**src/rtl/spike_aer_encoder_pkg.sv**
```systemverilog
// Shared types and constants for the spike AER encoder.
// Contains the output FSM states, the spike bit position and the AER word width.
package spike_aer_pkg;

    typedef enum logic [1:0] {
        ST_IDLE    = 2'd0,
        ST_REQ     = 2'd1,
        ST_RELEASE = 2'd2
    } aer_state_t;

    localparam int SPIKE_BIT = 6;

    function automatic int aer_word_width(input int ts_w, input int addr_w);
        return ts_w + addr_w;
    endfunction

endpackage

```
**src/rtl/spike_aer_encoder_if.sv**
```systemverilog
// 4-phase AER link: the encoder is master (req/addr), the receiver is slave (ack).
// The ack is asynchronous to the encoder clock.
interface spike_aer_encoder_if #(
    parameter int AER_W = 16
);
    logic             aer_req;
    logic             aer_ack;
    logic [AER_W-1:0] aer_addr;

    modport master (output aer_req, output aer_addr, input aer_ack);
    modport slave  (input aer_req, input aer_addr, output aer_ack);
endinterface

```
**src/rtl/spike_aer_encoder_sync_fifo.sv**
```systemverilog
// Single-clock FIFO with wrap-bit binary pointers; read data is the current head (combinational).
// Push while full is only taken when a pop happens in the same cycle; pop while empty is ignored.
module sync_fifo #(
    parameter int WIDTH = 16,
    parameter int DEPTH = 16,
    localparam int PW   = $clog2(DEPTH)
) (
    input  logic             clk,
    input  logic             rst_n,
    input  logic             push,
    input  logic [WIDTH-1:0] wdata,
    input  logic             pop,
    output logic [WIDTH-1:0] rdata,
    output logic [PW:0]      count,
    output logic             full,
    output logic             empty
);
    logic [WIDTH-1:0] r_mem [DEPTH];
    logic [PW:0]      r_wr_ptr;
    logic [PW:0]      r_rd_ptr;
    logic             w_do_push;
    logic             w_do_pop;

    assign count     = r_wr_ptr - r_rd_ptr;
    assign full      = (count == (PW+1)'(DEPTH));
    assign empty     = (count == '0);
    assign w_do_pop  = pop & ~empty;
    assign w_do_push = push & (~full | w_do_pop);
    assign rdata     = r_mem[r_rd_ptr[PW-1:0]];

    always_ff @(posedge clk or negedge rst_n) begin
        if (!rst_n) begin
            r_wr_ptr <= '0;
            r_rd_ptr <= '0;
        end else begin
            if (w_do_push) r_wr_ptr <= r_wr_ptr + (PW+1)'(1);
            if (w_do_pop)  r_rd_ptr <= r_rd_ptr + (PW+1)'(1);
        end
    end

    // When full, push and pop share a slot: the head is read out before the edge overwrites it.
    always_ff @(posedge clk) begin
        if (w_do_push) r_mem[r_wr_ptr[PW-1:0]] <= wdata;
    end

endmodule

```
**src/rtl/spike_aer_encoder.sv**
```systemverilog
// Tags neuron-stage spikes with {timestep, address}, buffers them and sends them on a 4-phase AER link.
// FIFO written one edge after the spike bit; spike_allow withdraws permission while fewer than two slots are free.
module spike_aer_encoder
    import spike_aer_pkg::*;
#(
    parameter int ADDR_WIDTH = 8,
    parameter int TS_WIDTH   = 8,
    parameter int FIFO_DEPTH = 16,
    parameter int DROP_WIDTH = 8
) (
    input  logic                  CLK,
    input  logic                  RST_N,
    input  logic                  upd_valid,
    input  logic [ADDR_WIDTH-1:0] neur_addr,
    input  logic [6:0]            event_out_in,
    input  logic                  timestep_tick,
    input  logic                  ovf_clr,
    output logic                  spike_allow,
    spike_aer_encoder_if.master   aer,
    output logic                  fifo_empty,
    output logic                  fifo_full,
    output logic                  overflow,
    output logic [DROP_WIDTH-1:0] drop_cnt
);
    localparam int AER_W = aer_word_width(TS_WIDTH, ADDR_WIDTH);
    localparam int CNT_W = $clog2(FIFO_DEPTH) + 1;

    logic [ADDR_WIDTH-1:0] r_addr_d1;
    logic                  r_vld_d1;
    logic [TS_WIDTH-1:0]   r_ts;
    logic [1:0]            r_ack_sync;
    aer_state_t            r_state;
    logic                  r_aer_req;
    logic [AER_W-1:0]      r_aer_addr;
    logic                  r_overflow;
    logic [DROP_WIDTH-1:0] r_drop_cnt;

    logic                  w_spike;
    logic                  w_pop;
    logic                  w_drop;
    logic                  w_ack_s;
    logic [AER_W-1:0]      w_rdata;
    logic [CNT_W-1:0]      w_count;
    logic                  w_full;
    logic                  w_empty;
    logic                  w_unused_ev;

    assign w_unused_ev = ^event_out_in[5:0];
    assign w_spike     = r_vld_d1 & event_out_in[SPIKE_BIT];
    assign w_pop       = (r_state == ST_IDLE) & ~w_empty;
    assign w_drop      = w_spike & w_full & ~w_pop;
    assign w_ack_s     = r_ack_sync[1];

    sync_fifo #(.WIDTH(AER_W), .DEPTH(FIFO_DEPTH)) u_fifo (
        .clk   (CLK),
        .rst_n (RST_N),
        .push  (w_spike),
        .wdata ({r_ts, r_addr_d1}),
        .pop   (w_pop),
        .rdata (w_rdata),
        .count (w_count),
        .full  (w_full),
        .empty (w_empty)
    );

    // One slot stays reserved for the spike already in flight from the neuron stage.
    assign spike_allow  = (w_count <= CNT_W'(FIFO_DEPTH - 2));
    assign fifo_full    = w_full;
    assign fifo_empty   = w_empty;
    assign overflow     = r_overflow;
    assign drop_cnt     = r_drop_cnt;
    assign aer.aer_req  = r_aer_req;
    assign aer.aer_addr = r_aer_addr;

    always_ff @(posedge CLK or negedge RST_N) begin
        if (!RST_N) begin
            r_addr_d1  <= '0;
            r_vld_d1   <= 1'b0;
            r_ts       <= '0;
            r_ack_sync <= 2'b00;
        end else begin
            r_addr_d1  <= neur_addr;
            r_vld_d1   <= upd_valid;
            r_ack_sync <= {r_ack_sync[0], aer.aer_ack};
            if (timestep_tick) r_ts <= r_ts + TS_WIDTH'(1);
        end
    end

    // A drop in the same cycle as a clear restarts the count at one.
    always_ff @(posedge CLK or negedge RST_N) begin
        if (!RST_N) begin
            r_overflow <= 1'b0;
            r_drop_cnt <= '0;
        end else if (w_drop) begin
            r_overflow <= 1'b1;
            if (ovf_clr)                r_drop_cnt <= DROP_WIDTH'(1);
            else if (r_drop_cnt != '1) r_drop_cnt <= r_drop_cnt + DROP_WIDTH'(1);
        end else if (ovf_clr) begin
            r_overflow <= 1'b0;
            r_drop_cnt <= '0;
        end
    end

    always_ff @(posedge CLK or negedge RST_N) begin
        if (!RST_N) begin
            r_state    <= ST_IDLE;
            r_aer_req  <= 1'b0;
            r_aer_addr <= '0;
        end else begin
            case (r_state)
                ST_IDLE: begin
                    if (!w_empty) begin
                        r_aer_addr <= w_rdata;
                        r_aer_req  <= 1'b1;
                        r_state    <= ST_REQ;
                    end
                end
                ST_REQ: begin
                    if (w_ack_s) begin
                        r_aer_req <= 1'b0;
                        r_state   <= ST_RELEASE;
                    end
                end
                ST_RELEASE: begin
                    if (!w_ack_s) r_state <= ST_IDLE;
                end
                default: begin
                    r_aer_req <= 1'b0;
                    r_state   <= ST_IDLE;
                end
            endcase
        end
    end

endmodule

```
**src/flat_wrapper.sv**
```systemverilog
// flat-port wrapper written by rule: the top's interface ports become plain ports
module spike_aer_encoder_flat import spike_aer_pkg::*;
#(
    parameter int ADDR_WIDTH = 8,
    parameter int TS_WIDTH   = 8,
    parameter int FIFO_DEPTH = 16,
    parameter int DROP_WIDTH = 8
)
  (CLK, RST_N, upd_valid, neur_addr, event_out_in, timestep_tick, ovf_clr, spike_allow, fifo_empty, fifo_full, overflow, drop_cnt, aer_aer_req, aer_aer_addr, aer_aer_ack);
  spike_aer_encoder_if #(.AER_W(16)) aer_i ();
  input  logic CLK;
  input  logic RST_N;
  input  logic upd_valid;
  input  logic [ADDR_WIDTH-1:0] neur_addr;
  input  logic [6:0] event_out_in;
  input  logic timestep_tick;
  input  logic ovf_clr;
  output logic spike_allow;
  output logic fifo_empty;
  output logic fifo_full;
  output logic overflow;
  output logic [DROP_WIDTH-1:0] drop_cnt;
  output wire logic [$bits(aer_i.aer_req)-1:0] aer_aer_req;
  output wire logic [$bits(aer_i.aer_addr)-1:0] aer_aer_addr;
  input wire logic [$bits(aer_i.aer_ack)-1:0] aer_aer_ack;
  assign aer_aer_req = aer_i.aer_req;
  assign aer_aer_addr = aer_i.aer_addr;
  assign aer_i.aer_ack = aer_aer_ack;
  spike_aer_encoder #(.ADDR_WIDTH(ADDR_WIDTH), .TS_WIDTH(TS_WIDTH), .FIFO_DEPTH(FIFO_DEPTH), .DROP_WIDTH(DROP_WIDTH)) u_core (.CLK(CLK), .RST_N(RST_N), .upd_valid(upd_valid), .neur_addr(neur_addr), .event_out_in(event_out_in), .timestep_tick(timestep_tick), .ovf_clr(ovf_clr), .spike_allow(spike_allow), .aer(aer_i), .fifo_empty(fifo_empty), .fifo_full(fifo_full), .overflow(overflow), .drop_cnt(drop_cnt));
endmodule
```
**config.mk**
```make
export PLATFORM = sky130hd
export DESIGN_NAME = spike_aer_encoder_flat
export DESIGN_NICKNAME = d
export VERILOG_FILES = /design/src/rtl/spike_aer_encoder_pkg.sv /design/src/rtl/spike_aer_encoder_if.sv /design/src/rtl/spike_aer_encoder_sync_fifo.sv /design/src/rtl/spike_aer_encoder.sv /design/src/flat_wrapper.sv
export SDC_FILE = /design/constraint.sdc
export NUM_CORES = 1
export LEC_CHECK = 0
export ABC_AREA = 1
export CAP_MARGIN = 20
export CORE_UTILIZATION = 63
export CTS_BUF_LIST = sky130_fd_sc_hd__clkbuf_8
export DETAILED_ROUTE_END_ITERATION = 12
export GPL_TIMING_DRIVEN = 0
export PLACE_DENSITY_LB_ADDON = 0.05
export SETUP_SLACK_MARGIN = 0.4
export SYNTH_ARGS = -nofsm -noshare
export SYNTH_HDL_FRONTEND = slang
export SYNTH_SLANG_ARGS = --single-unit
```
**constraint.sdc**
```tcl
create_clock -name CLK -period 4.3 [get_ports CLK]
set_input_delay 0.43 -clock CLK [delete_from_list [all_inputs] [get_ports CLK]]
set_output_delay 0.43 -clock CLK [all_outputs]
set_load 0.03 [all_outputs]
```
== Word-level counts from Yosys, hierarchy flattened ==
Memories as Yosys holds them, arrays and structs flattened. A register that Yosys moved wholly into a read port is not among the register bits.
Index checks and enable logic that the tools add are counted.

* Register bits: 41
* Memory bits (writable): 256
* Output and inout bits: 29
* Word-level logic and storage cells: 59
* Memories kept: 1

* Add/sub/neg operators: 5
* Order comparisons: 1
* Eq/ne operators: 7
* Multiplexer cells: 15
* Bitwise operators: 11
* Reduce and logical (&&, ||, !) cells: 9

{| class="wikitable"
|+ Memories
! memory !! words !! bits a word !! rd ports !! clocked after memory_dff !! write ports !! line !! text
|-
| u_core.u_fifo.r_mem || 16 || 16 || 1 || 1 || 1 || spike_aer_encoder_sync_fifo.sv:18 || <nowiki>logic [WIDTH-1:0] r_mem [DEPTH];</nowiki>
|}

{| class="wikitable"
|+ Operators with widths
! operator !! number
|-
| $mux W8 || 4
|-
| $add A8 B1 Y8 const B || 2
|-
| $add A5 B1 Y5 const B || 2
|-
| $ne A8 B8 Y1 const B || 1
|-
| $and A1 B1 Y1 || 6
|-
| $mux W1 || 6
|-
| $mux W2 || 3
|-
| $pmux W2 S3 || 1
|-
| $reduce_and A3 Y1 || 2
|-
| $eq A5 B5 Y1 const B || 1
|-
| $le A5 B4 Y1 const B || 1
|-
| $logic_not A5 Y1 || 1
|-
| $sub A5 B5 Y5 || 1
|-
| $ne A2 B2 Y1 const B || 2
|-
| $not A1 Y1 || 4
|-
| $reduce_and A2 Y1 || 2
|-
| $reduce_bool A2 Y1 || 2
|-
| $pmux W1 S3 || 1
|-
| $eq A2 B1 Y1 const B || 1
|-
| $eq A2 B2 Y1 const B || 1
|-
| $logic_not A2 Y1 || 1
|-
| $ne A2 B1 Y1 const B || 1
|-
| $logic_not A1 Y1 || 1
|-
| $or A1 B1 Y1 || 1
|}

== Longest topological paths before layout ==
Gate-level depths: netlist of the first run.

* Word-level depth: 9
* Mapped depth: 15
* Mapped depth without buffers: 15

== By module ==
A second synthesis of the first run with hierarchy kept.

* Cells, all modules: 1063
* Area, all modules: 12829.8 sq um

{| class="wikitable"
|+ Modules (own cells, without submodules)
! module !! instances !! cells an instance !! area each (sq um)
|-
| sync_fifo || 1 || 851 || 10807.9
|-
| spike_aer_encoder || 1 || 212 || 2021.9
|}

== Worst setup path before layout of the first run ==
Ideal clock, no wire load.

* Kind: reg-to-reg
* Start: register u_core.u_fifo.r_rd_ptr[3]
* End: memory u_core.u_fifo.r_mem[0][0], enable pin
* Setup time: 388 ps
* Arrival time: 2906 ps
* Required time: 3912 ps
* Setup slack: 1006 ps
* Cell stages (with the launch flop): 14
* Cell sequence: dfrtp_1 -> clkbuf_1 -> inv_1 -> buf_2 -> clkbuf_1 -> ha_1 -> a21oi_1 -> nand3_1 -> nand2_1 -> nor3_2 -> nor2_2 -> buf_6 -> nand2_1 -> nor2_1

* Longest elaborated chain between the ends: 9
* Elaborated cells between the ends (all ways): 11
* Classes of those cells: add/sub: 1; eq/ne: 1; mux: 2; bitwise: 6; reduce/logical: 1

{| class="wikitable"
|+ RTL lines
! item !! line !! text
|-
| from (decl) || spike_aer_encoder_sync_fifo.sv:20 || <nowiki>logic [PW:0] r_rd_ptr;</nowiki>
|-
| from (signal assigned) || spike_aer_encoder_sync_fifo.sv:37 || <nowiki>if (w_do_pop) r_rd_ptr <= r_rd_ptr + (PW+1)'(1);</nowiki>
|-
| $sub A5 B5 Y5 * || spike_aer_encoder_sync_fifo.sv:24 || <nowiki>assign count = r_wr_ptr - r_rd_ptr;</nowiki>
|-
| $logic_not A5 Y1 || spike_aer_encoder_sync_fifo.sv:26 || <nowiki>assign empty = (count == '0);</nowiki>
|-
| $not A1 Y1 (no line) || -- ||
|-
| $and A1 B1 Y1 || spike_aer_encoder.sv:50 || <nowiki>assign w_pop = (r_state == ST_IDLE) & ~w_empty;</nowiki>
|-
| $and A1 B1 Y1 || spike_aer_encoder_sync_fifo.sv:27 || <nowiki>assign w_do_pop = pop & ~empty;</nowiki>
|-
| $or A1 B1 Y1 * || spike_aer_encoder_sync_fifo.sv:28 || <nowiki>assign w_do_push = push & (~full | w_do_pop);</nowiki>
|-
| $and A1 B1 Y1 * || spike_aer_encoder_sync_fifo.sv:28 ||
|-
| $mux W1 * || spike_aer_encoder_sync_fifo.sv:43 || <nowiki>if (w_do_push) r_mem[r_wr_ptr[PW-1:0]] <= wdata;</nowiki>
|-
| $mux W1 (implied by the code) * || spike_aer_encoder_sync_fifo.sv:43 ||
|-
| to (decl) || spike_aer_encoder_sync_fifo.sv:18 ||
|}

Every way passes the cells marked *; elsewhere a longest branch is shown, timed or not.

== Worst setup path in the final report of the first run ==
* Start: register u_core.u_fifo.r_rd_ptr[3]
* End: memory u_core.u_fifo.r_mem[4][10], enable pin

Same word-level chain as after synthesis.

==> impl_metrics.ini, run 1 <==
[run_status]
outcome = finished, final reports clean

[sta]
finalClockSkew_ns = 0.0170
fmax_mhz = 270
setup_viol = 0
relSlewSlack_pct = 47.8
fin_setup_tns_ns = 0
min_period_ns = 3.70
hold_viol_final = 0
worst_slew_pin_slew_ns = 0.783
min_period_over_period_pct = 86.0
rsz0062_at_grt = false
slew_viol_final = 0

[final_layout]
final_area_um2 = 14800
layout-drive-gt1-share_pct = 11.5
diodes = 0
syn_to_final_growth_pct = 16.0
final_cells = 1493
final_nets = 1220
utilization_pct = 75.2

[floorplanning]
num_io_pins = 50
die_y_um = 144
fp.dieArea_um2 = 20800
start_util_pct = 64.8
coreArea_um2 = 19700
die_w_um = 144
rows = 51

[setup_path]
critPathMaxFanout = 11
worstPathRequired_ns = 4.56
cpMaxStageDelayCell = nor2_2
startpoint_type = flip-flop
path_delay_family = buffers and inverters
critical_path_class = flip-flop to flip-flop
worstPathArrival_ns = 3.96
cp_num_cells = 14
crit_path_end_kind = flip-flop
max_stage_delay_ns = 0.45
worstRegToRegCells = 14
crit_buf_inv = 6
path_cells = clkbuf_2 -> inv_1 -> clkbuf_4 -> clkbuf_4 -> ha_1 -> a21oi_1 -> nand3_1 -> nand2_1 -> nor3_2 -> nor2_2 -> buf_6 -> nand2_1 -> nor2_2 -> buf_8

[power_and_ir_drop]
ir_drop_v = 0.000369
clkPwrFrac_pct = 23.3
p_int_mw = 6.13
swShare_pct = 39.8
total_power_mw = 10.2
p_leak_nw = 5.57
p_sw_mw = 4.05
seq_power_share_pct = 40.3
power.density_nw_per_um2 = 689
power_frac_comb_pct = 36.3

[clock_tree]
cts.sinks = 313
clk_latency_ns = 0.56
cts_tree = done
clockBufferDepth = 3
cts.clk_slew.worst_paths_ns = 0.07
htreeDepth = 2
cts_buffers = 50
cts_root_buf = clkbuf_8

[global_routing]
grt_max_degree = 58
grt_pass1_wl_mm = 48.0
track_usage_pct = 32.7
grt_antenna_before_repair = 0
grt_pass1_vias = 8253
grt_overflow = 0

[logic_synthesis]
synth_top_area_share_pct = 60.3
synth_seq_cells = 313
synth_largest_area_cell = edfxtp_1
syn_area_per_cell_um2 = 11.9
ys_warn_count = 0
synthTopCellsByArea = edfxtp_1, dfrtp_1, nor2_1
synth.most_common_cell = edfxtp_1
synth_area_um2 = 12700
synth_cell_types = 32
synth-edff-count = 256
syn_inst = 1075
synth_ff_type = edfxtp_1
async_flop_share_pct = 18.2
yosysSeqAreaShare_pct = 71.5
synth_commonest_cells = edfxtp_1, nor2_1, nand2_1, o21ai_0, dfrtp_1
synth_fp_nets = 1108

[placed_design]
hpwl_mm = 21.6
dp.cells = 1399
place_congestion = 0.876
place_area_um2 = 13800
port-buffer-count = 43

[route]
drt_iter0_drc = 1066
wl_mm = 32.5
via_per_inst = 5.96
route.detailed.drc = 0
drtPass1Iterations = 7
vias = 8894
ant_nets = 0
wl_per_cell_um = 21.8

[hold_path]
hp-class = input port to flip-flop
min_path_cells = 1

[run]
drv_cap = 0
## area by class of cell
cell class	instances	area [um2]
inverter	42	159
multi-input combinational	662	3230
fill	1334	4870
timing repair buffer	60	699
buffer	58	295
tap	265	332
sequential	313	9110
clock buffer	60	826
clock inverter	33	131
## registers in the layout (all words and copies together) (netlist names)
signal	cells
u_core.u_fifo.r_mem	256
u_core.aer.aer_addr	16
u_core.drop_cnt	8
u_core.r_addr_d1	8
u_core.r_ts	8
u_core.u_fifo.r_rd_ptr	5
u_core.u_fifo.r_wr_ptr	5
u_core.r_ack_sync	2
u_core.r_state	2
u_core.aer.aer_req	1
u_core.overflow	1
u_core.r_vld_d1	1
## cell families (layout without fill, tap and decap cells)
logic type / count (synthesis) / count (layout) / synth area share [%]
AOI/OAI and AO/OA: 215 / 215 / 9.35
xor gates and xnor gates: 15 / 15 / 1.03
adders and majority gates: 12 / 12 / 1.24
buffers and inverters: 100 / 253 / 3.48
DFF: 313 / 313 / 71.5
and+or+nand+nor: 420 / 420 / 13.4
## final timing paths
| check | startpoint | endpoint | slack, ns |
|---|---|---|---|
| setup / recovery | u_core.u_fifo.r_rd_ptr[3] | u_core.u_fifo.r_mem[4][10] | 0.60 |
| hold / removal | aer_aer_ack | u_core.r_ack_sync[0] | 0.30 |
| setup reg to reg | u_core.u_fifo.r_rd_ptr[3] | u_core.u_fifo.r_mem[4][10] | 0.60 |
| hold reg to reg | u_core.r_ack_sync[0] | u_core.r_ack_sync[1] | 0.36 |
| max in group asynchronous | RST_N | u_core.r_addr_d1[7] | 3.29 |
| min in group asynchronous | RST_N | u_core.u_fifo.r_wr_ptr[1] | 0.49 |
## timing repair
item / CTS / global route
gates cloned: 0 / 0
gates resized for setup: 7 / 4
endpoints found under the hold margin: 57 / 0
endpoints found under the setup margin: 81 / 23
hold buffers: 1 / 0
setup buffers: 0 / 0
pin swaps: 0 / 0
## cell usage in the layout, fill, tap and decap left out, types with 2 or more instances in the layout
master,synthesis,routed
edfxtp_1,256,256
nand2_1,174,174
nor2_1,178,162
o21ai_0,128,128
inv_1,37,61
clkbuf_8,0,60
dfrtp_1,57,57
nand3_1,50,50
clkdlybuf4s50_1,0,39
o21ai_1,29,29
clkbuf_1,30,26
buf_2,21,21
o211ai_1,21,21
nor2_2,2,18
a21oi_1,14,14
xor2_1,14,14
buf_8,0,12
o221ai_1,11,11
ha_1,11,11
o22ai_1,7,7
buf_6,4,6
nand4_1,5,5
a211oi_1,5,5
clkinv_1,1,5
inv_2,4,4
buf_4,3,4
clkinv_2,0,4
nor3_1,3,3
clkbuf_2,0,2
clkbuf_4,0,2
nand2_2,2,2
nand3b_1,2,2
buf_16,0,2
dlymetal6s2s_1,0,2
## power by group through the flow
stage | clock, mW | combinational [mW] | sequential (mW)
after floorplan | 0 | 2.13 | 4.19
after global placement | 0 | 3.48 | 4.14
after detailed placement | 0 | 3.60 | 4.16
after CTS | 2.40 | 3.63 | 4.10
after global routing | 2.53 | 4.03 | 4.15
final | 2.38 | 3.70 | 4.11
## routing by layer
metal / vias up / share of wire (%) / global-route usage (%)
met2: 534 / 46 / 50.6
met5: - / 0 / 0
met4: 0 / 3.2 / 13.1
li1: 4016 / - / -
met3: 71 / 11 / 7.12
met1: 4273 / 39 / 45.5
## metrics by stage
step / hold slack, ns / worst slack, ns
global route: 0.294 / 0.428
detailed placement: 0.341 / 0.249
global placement: 0.332 / -0.482
finish: 0.302 / 0.600
CTS: 0.285 / 0.404
floorplan: 0.134 / 1.01
No activity file was read; power rests on OpenSTA's default activity.
==> run 2, diff against run 1 <==
--- a/config.mk
+++ b/config.mk
@@ -8,7 +8,7 @@
 export ABC_AREA = 1
 export CAP_MARGIN = 20
 export CORE_UTILIZATION = 63
-export CTS_BUF_LIST = sky130_fd_sc_hd__clkbuf_8
+export CTS_BUF_LIST = sky130_fd_sc_hd__clkbuf_4 sky130_fd_sc_hd__clkbuf_8
 export DETAILED_ROUTE_END_ITERATION = 12
 export GPL_TIMING_DRIVEN = 0
 export PLACE_DENSITY_LB_ADDON = 0.05
==> run 2 against run 1 <==
Hold slack lost 0.0041 ns. Sequential share of layout area shrank 0.37 points. Sequential cell count is the same.
==> impl_metrics.ini, run 2 (synthesis gave the netlist of run 1 again) <==
[run_status]
outcome = finished, final reports clean

[global_routing]
grt_antenna_before_repair = 0
grt_pass1_vias = 8309
grt_max_degree = 58
grt_pass1_wl_mm = 48.3
track_usage_pct = 32.9
grt_overflow = 0

[sta]
fin_setup_tns_ns = 0
finalClockSkew_ns = 0.0146
relSlewSlack_pct = 47.5
min_period_ns = 3.71
slew_viol_final = 0
timing.final.ws_setup_ns = 0.589
rsz0062_at_grt = false
fmax_mhz = 269
hold_viol_final = 0
setup_viol = 0
worst_slew_pin_slew_ns = 0.787
min_period_over_period_pct = 86.3
holdWs_ns = 0.298

[power_and_ir_drop]
clkPwrFrac_pct = 24.9
total_power_mw = 10.4
p_sw_mw = 4.07
power.density_nw_per_um2 = 700
power_frac_comb_pct = 35.5
swShare_pct = 39.1
seq_power_share_pct = 39.5
p_int_mw = 6.34
p_leak_nw = 5.55
ir_drop_v = 0.000407

[floorplanning]
coreArea_um2 = 19700
die_w_um = 144
fp.dieArea_um2 = 20800
die_y_um = 144
num_io_pins = 50
rows = 51
start_util_pct = 64.8

[final_layout]
utilization_pct = 75.7
nFillCells = 1312
diodes = 0
final_cells = 1493
syn_to_final_growth_pct = 16.7
layout_commonest_cell = edfxtp_1
largest_reg_flops = 256
final_nets = 1220
layout-drive-gt1-share_pct = 13.4
final_area_um2 = 14900
layout_common_cells = edfxtp_1, nand2_1, nor2_1

[clock_tree]
htreeDepth = 2
cts_root_buf = clkbuf_8
cts_buffers = 50
clk_latency_ns = 0.57
clockBufferDepth = 3
cts_tree = done
cts.clk_slew.worst_paths_ns = 0.06
cts.sinks = 313

[setup_path]
crit_path_end_kind = flip-flop
crit_buf_inv = 6
critPathMaxFanout = 11
max_stage_delay_ns = 0.46
worstPathArrival_ns = 3.98
worstPathRequired_ns = 4.56
path_cells = clkbuf_2 -> inv_1 -> clkbuf_4 -> clkbuf_4 -> ha_1 -> a21oi_1 -> nand3_1 -> nand2_1 -> nor3_2 -> nor2_2 -> buf_6 -> nand2_1 -> nor2_2 -> buf_8
path_delay_family = buffers and inverters
startpoint_type = flip-flop
critical_path_class = flip-flop to flip-flop
cpMaxStageDelayCell = nor2_2

[placed_design]
port-buffer-count = 43
hpwl_mm = 21.6
dp_slack_ns = 0.249
dp.cells = 1399
place_congestion = 0.876
place_area_um2 = 13800

[hold_path]
hp-class = input port to flip-flop

[route]
ant_nets = 0
wl_per_cell_um = 22.0
route.detailed.drc = 0
wl_mm = 32.9
vias = 8937
drtPass1Iterations = 5
drt_iter0_drc = 932
via_per_inst = 5.99

[run]
drv_cap = 0
## run 2: changes by cell type in the layout (fill, tap and decap cells not counted)
| cell | before | now |
|---|---|---|
| clkbuf_4 | 2 | 26 |
| inv_1 | 61 | 37 |
## run 2: worst register-to-register path, cell delays in order (launching register included)
cell	delay (ns)
dfrtp_1	0.36
clkbuf_2	0.22
inv_1	0.12
clkbuf_4	0.27
clkbuf_4	0.28
ha_1	0.30
a21oi_1	0.17
nand3_1	0.10
nand2_1	0.17
nor3_2	0.08
nor2_2	0.26
buf_6	0.19
nand2_1	0.18
nor2_2	0.46
buf_8	0.24
## run 2: routing by layer
layer  global-route usage, %  share of wire, %
met1                    45.8                39
met3                    6.92                11
met5                       0                 0
met4                    13.9               3.3
met2                    50.9                47
## run 2: final timing paths
kind,slack (ns),to,cells past startpoint,start
worst max-delay path,0.59,u_core.u_fifo.r_mem[4][10],14,u_core.u_fifo.r_rd_ptr[3]
max in group asynchronous,3.26,u_core.r_ts[1],2,RST_N
worst min register to register,0.36,u_core.r_ack_sync[1],0,u_core.r_ack_sync[0]
min in group asynchronous,0.51,u_core.r_ack_sync[0],2,RST_N
worst max register to register,0.59,u_core.u_fifo.r_mem[4][10],14,u_core.u_fifo.r_rd_ptr[3]
worst min-delay path,0.30,u_core.r_ack_sync[0],1,aer_aer_ack
## run 2: area by class of cell
class	instances	area [um2]	area share, %
plain buffers	58	295	1.99
flip-flops and latches	313	9110	61.3
multi-input cells	662	3230	21.7
inverters	42	159	1.07
repair buffers	60	699	4.70
clock buffers	84	1010	6.76
clock inverters	9	41.3	0.278
well taps	265	332	2.23
## run 2: power groups by stage
stage                     Sequential (mW)  Clock (mW)  Combinational (mW)
after floorplan                      4.19           0                2.13
after global placement               4.14           0                3.48
after detailed placement             4.16           0                3.60
after CTS                            4.10        2.61                3.63
after global routing                 4.15        2.74                4.03
final                                4.11        2.60                3.70
## run 2: repair_timing
action / 4_1_cts / 5_1_grt
hold buffers: 1 / 0
gates resized for setup: 7 / 4
hold endpoints to repair: 57 / 0
setup buffers: 0 / 0
pin swaps: 0 / 0
setup endpoints to repair: 78 / 23
==> run 3, diff against run 2 <==
--- a/config.mk
+++ b/config.mk
@@ -11,7 +11,7 @@
 export CTS_BUF_LIST = sky130_fd_sc_hd__clkbuf_4 sky130_fd_sc_hd__clkbuf_8
 export DETAILED_ROUTE_END_ITERATION = 12
 export GPL_TIMING_DRIVEN = 0
-export PLACE_DENSITY_LB_ADDON = 0.05
+export PLACE_DENSITY = 0.82
 export SETUP_SLACK_MARGIN = 0.4
 export SYNTH_ARGS = -nofsm -noshare
 export SYNTH_HDL_FRONTEND = slang
==> run 3 against run 2 <==
Clock-buffer cell count fell by 11. Non-clock buffer count fell by 2. Power fell by 1.8%. Register-to-register slack got worse by 0.09 ns. Sequential share of layout area rose by 0.58 points. Critical path depth fell by 1. Hold slack improved by 0.014 ns. Die area did not move. Largest cell class unchanged.
==> impl_metrics.ini, run 3 (synthesis gave the netlist of run 1 again) <==
[setup_path]
critPathMaxFanout = 10
cpMaxStageDelayCell = nor2_2
worstPathRequired_ns = 4.55
startpoint_type = flip-flop
path_cells = clkbuf_2 -> inv_1 -> buf_2 -> clkbuf_4 -> ha_1 -> a21oi_1 -> nand3_1 -> nand2_1 -> nor3_2 -> nor2_2 -> nand2_1 -> nor2_2 -> buf_8
critical_path_class = flip-flop to flip-flop
path_delay_family = simple AND/OR/NAND/NOR gates
max_stage_delay_ns = 0.58
worstPathArrival_ns = 4.05
crit_buf_inv = 5
crit_path_end_kind = flip-flop

[final_layout]
layout_commonest_cell = edfxtp_1
final_nets = 1215
utilization_pct = 75.0
diodes = 0
largest_reg_flops = 256
layout-drive-gt1-share_pct = 12.3
layout_common_cells = edfxtp_1, nand2_1, nor2_1
syn_to_final_growth_pct = 15.6
nFillCells = 1266

[route]
via_per_inst = 6.17
drt_iter0_drc = 1112
wl_per_cell_um = 22.3
wl_mm = 33.1
vias = 9145
drtPass1Iterations = 6
ant_nets = 0
route.detailed.drc = 0

[global_routing]
grt_pass1_wl_mm = 49.5
grt_pass1_vias = 8915
grt_max_degree = 58
grt_overflow = 0
grt_antenna_before_repair = 1
track_usage_pct = 33.3

[sta]
finalClockSkew_ns = 0.0298
rsz0062_at_grt = false
min_period_over_period_pct = 88.4
holdWs_ns = 0.312
hold_viol_final = 0
timing.final.ws_setup_ns = 0.500
slew_viol_final = 0
min_period_ns = 3.80
relSlewSlack_pct = 46.7
worst_slew_pin_slew_ns = 0.800
fmax_mhz = 263
setup_viol = 0

[floorplanning]
start_util_pct = 64.8
fp.dieArea_um2 = 20800
die_y_um = 144
num_io_pins = 50
coreArea_um2 = 19700
rows = 51
die_w_um = 144

[run_status]
outcome = finished, final reports clean

[run]
drv_cap = 0

[power_and_ir_drop]
p_leak_nw = 5.46
power.density_nw_per_um2 = 694
total_power_mw = 10.2
ir_drop_v = 0.000375

[hold_path]
hp-class = input port to flip-flop

[placed_design]
hpwl_mm = 22.0
port-buffer-count = 43
place_congestion = 0.963
dp_slack_ns = 0.190

[clock_tree]
clk_latency_ns = 0.57
htreeDepth = 2
clockBufferDepth = 3
cts_buffers = 47
cts_tree = done
cts.sinks = 313
cts_root_buf = clkbuf_8
cts.clk_slew.worst_paths_ns = 0.06
cts_setup_buffers = 0
run 3: final timing paths:
| path | startpoint | endpoint | slack [ns] | cells after the start |
|---|---|---|---|---|
| hold reg to reg | u_core.r_ack_sync[0] | u_core.r_ack_sync[1] | 0.36 | 0 |
| hold / removal | aer_aer_ack | u_core.r_ack_sync[0] | 0.31 | 1 |
| max in group asynchronous | RST_N | u_core.r_addr_d1[2] | 3.25 | 2 |
| setup / recovery | u_core.u_fifo.r_rd_ptr[3] | u_core.u_fifo.r_mem[7][9] | 0.50 | 13 |
| min in group asynchronous | RST_N | u_core.aer.aer_addr[0] | 0.50 | 2 |
| setup reg to reg | u_core.u_fifo.r_rd_ptr[3] | u_core.u_fifo.r_mem[7][9] | 0.50 | 13 |
run 3: area by class of cell:
cell class | count | area, um2 | area share, %
inverters | 42 | 159 | 1.08
well taps | 265 | 332 | 2.25
multi-input cells | 662 | 3240 | 22.0
repair buffers | 58 | 661 | 4.48
clock buffers | 73 | 892 | 6.05
clock inverters | 12 | 47.5 | 0.323
plain buffers | 58 | 293 | 1.99
flip-flops and latches | 313 | 9110 | 61.9
run 3: where the power goes:
group / internal (mW) / leakage, nW / switching, mW
logic: 1.11 / 1.96 / 2.61
clock network: 1.31 / 0.502 / 1.08
registers: 3.76 / 3.00 / 0.358
total: 6.18 / 5.46 / 4.05
run 3: stage by stage:
step | instance area [um2] | TNS [ns] | instances
final | 14700 | 0 | 1483
after global placement | 13500 | -56.62 | 1383
after floorplan | 12700 | 0 | 1075
after detailed placement | 13800 | 0 | 1397
after global routing | 14700 | 0 | 1483
after CTS | 14700 | 0 | 1483
run 3: timing repair:
action,in CTS,in global routing
pin swaps,0,0
hold buffers,1,0
gates resized for setup,8,3
hold endpoints to repair,57,0
setup endpoints to repair,81,33
cloned,0,0
run 3: layer usage:
layer	routed length [um]	share of wire, %	up-vias	GRT usage (%)
met4	1340	4.0	2	14.6
met5	8	0.024	-	0
met1	12400	37	4378	43.4
li1	-	-	4000	-
met3	3870	12	110	7.68
met2	15500	47	655	53.8
run 3: worst register-to-register path: stages, from the launching register on:
cell and delay (ns):
dfrtp_1 0.37, clkbuf_2 0.23, inv_1 0.12, buf_2 0.29
clkbuf_4 0.30, ha_1 0.29, a21oi_1 0.20, nand3_1 0.10
nand2_1 0.18, nor3_2 0.08, nor2_2 0.24, nand2_1 0.25
nor2_2 0.58, buf_8 0.24
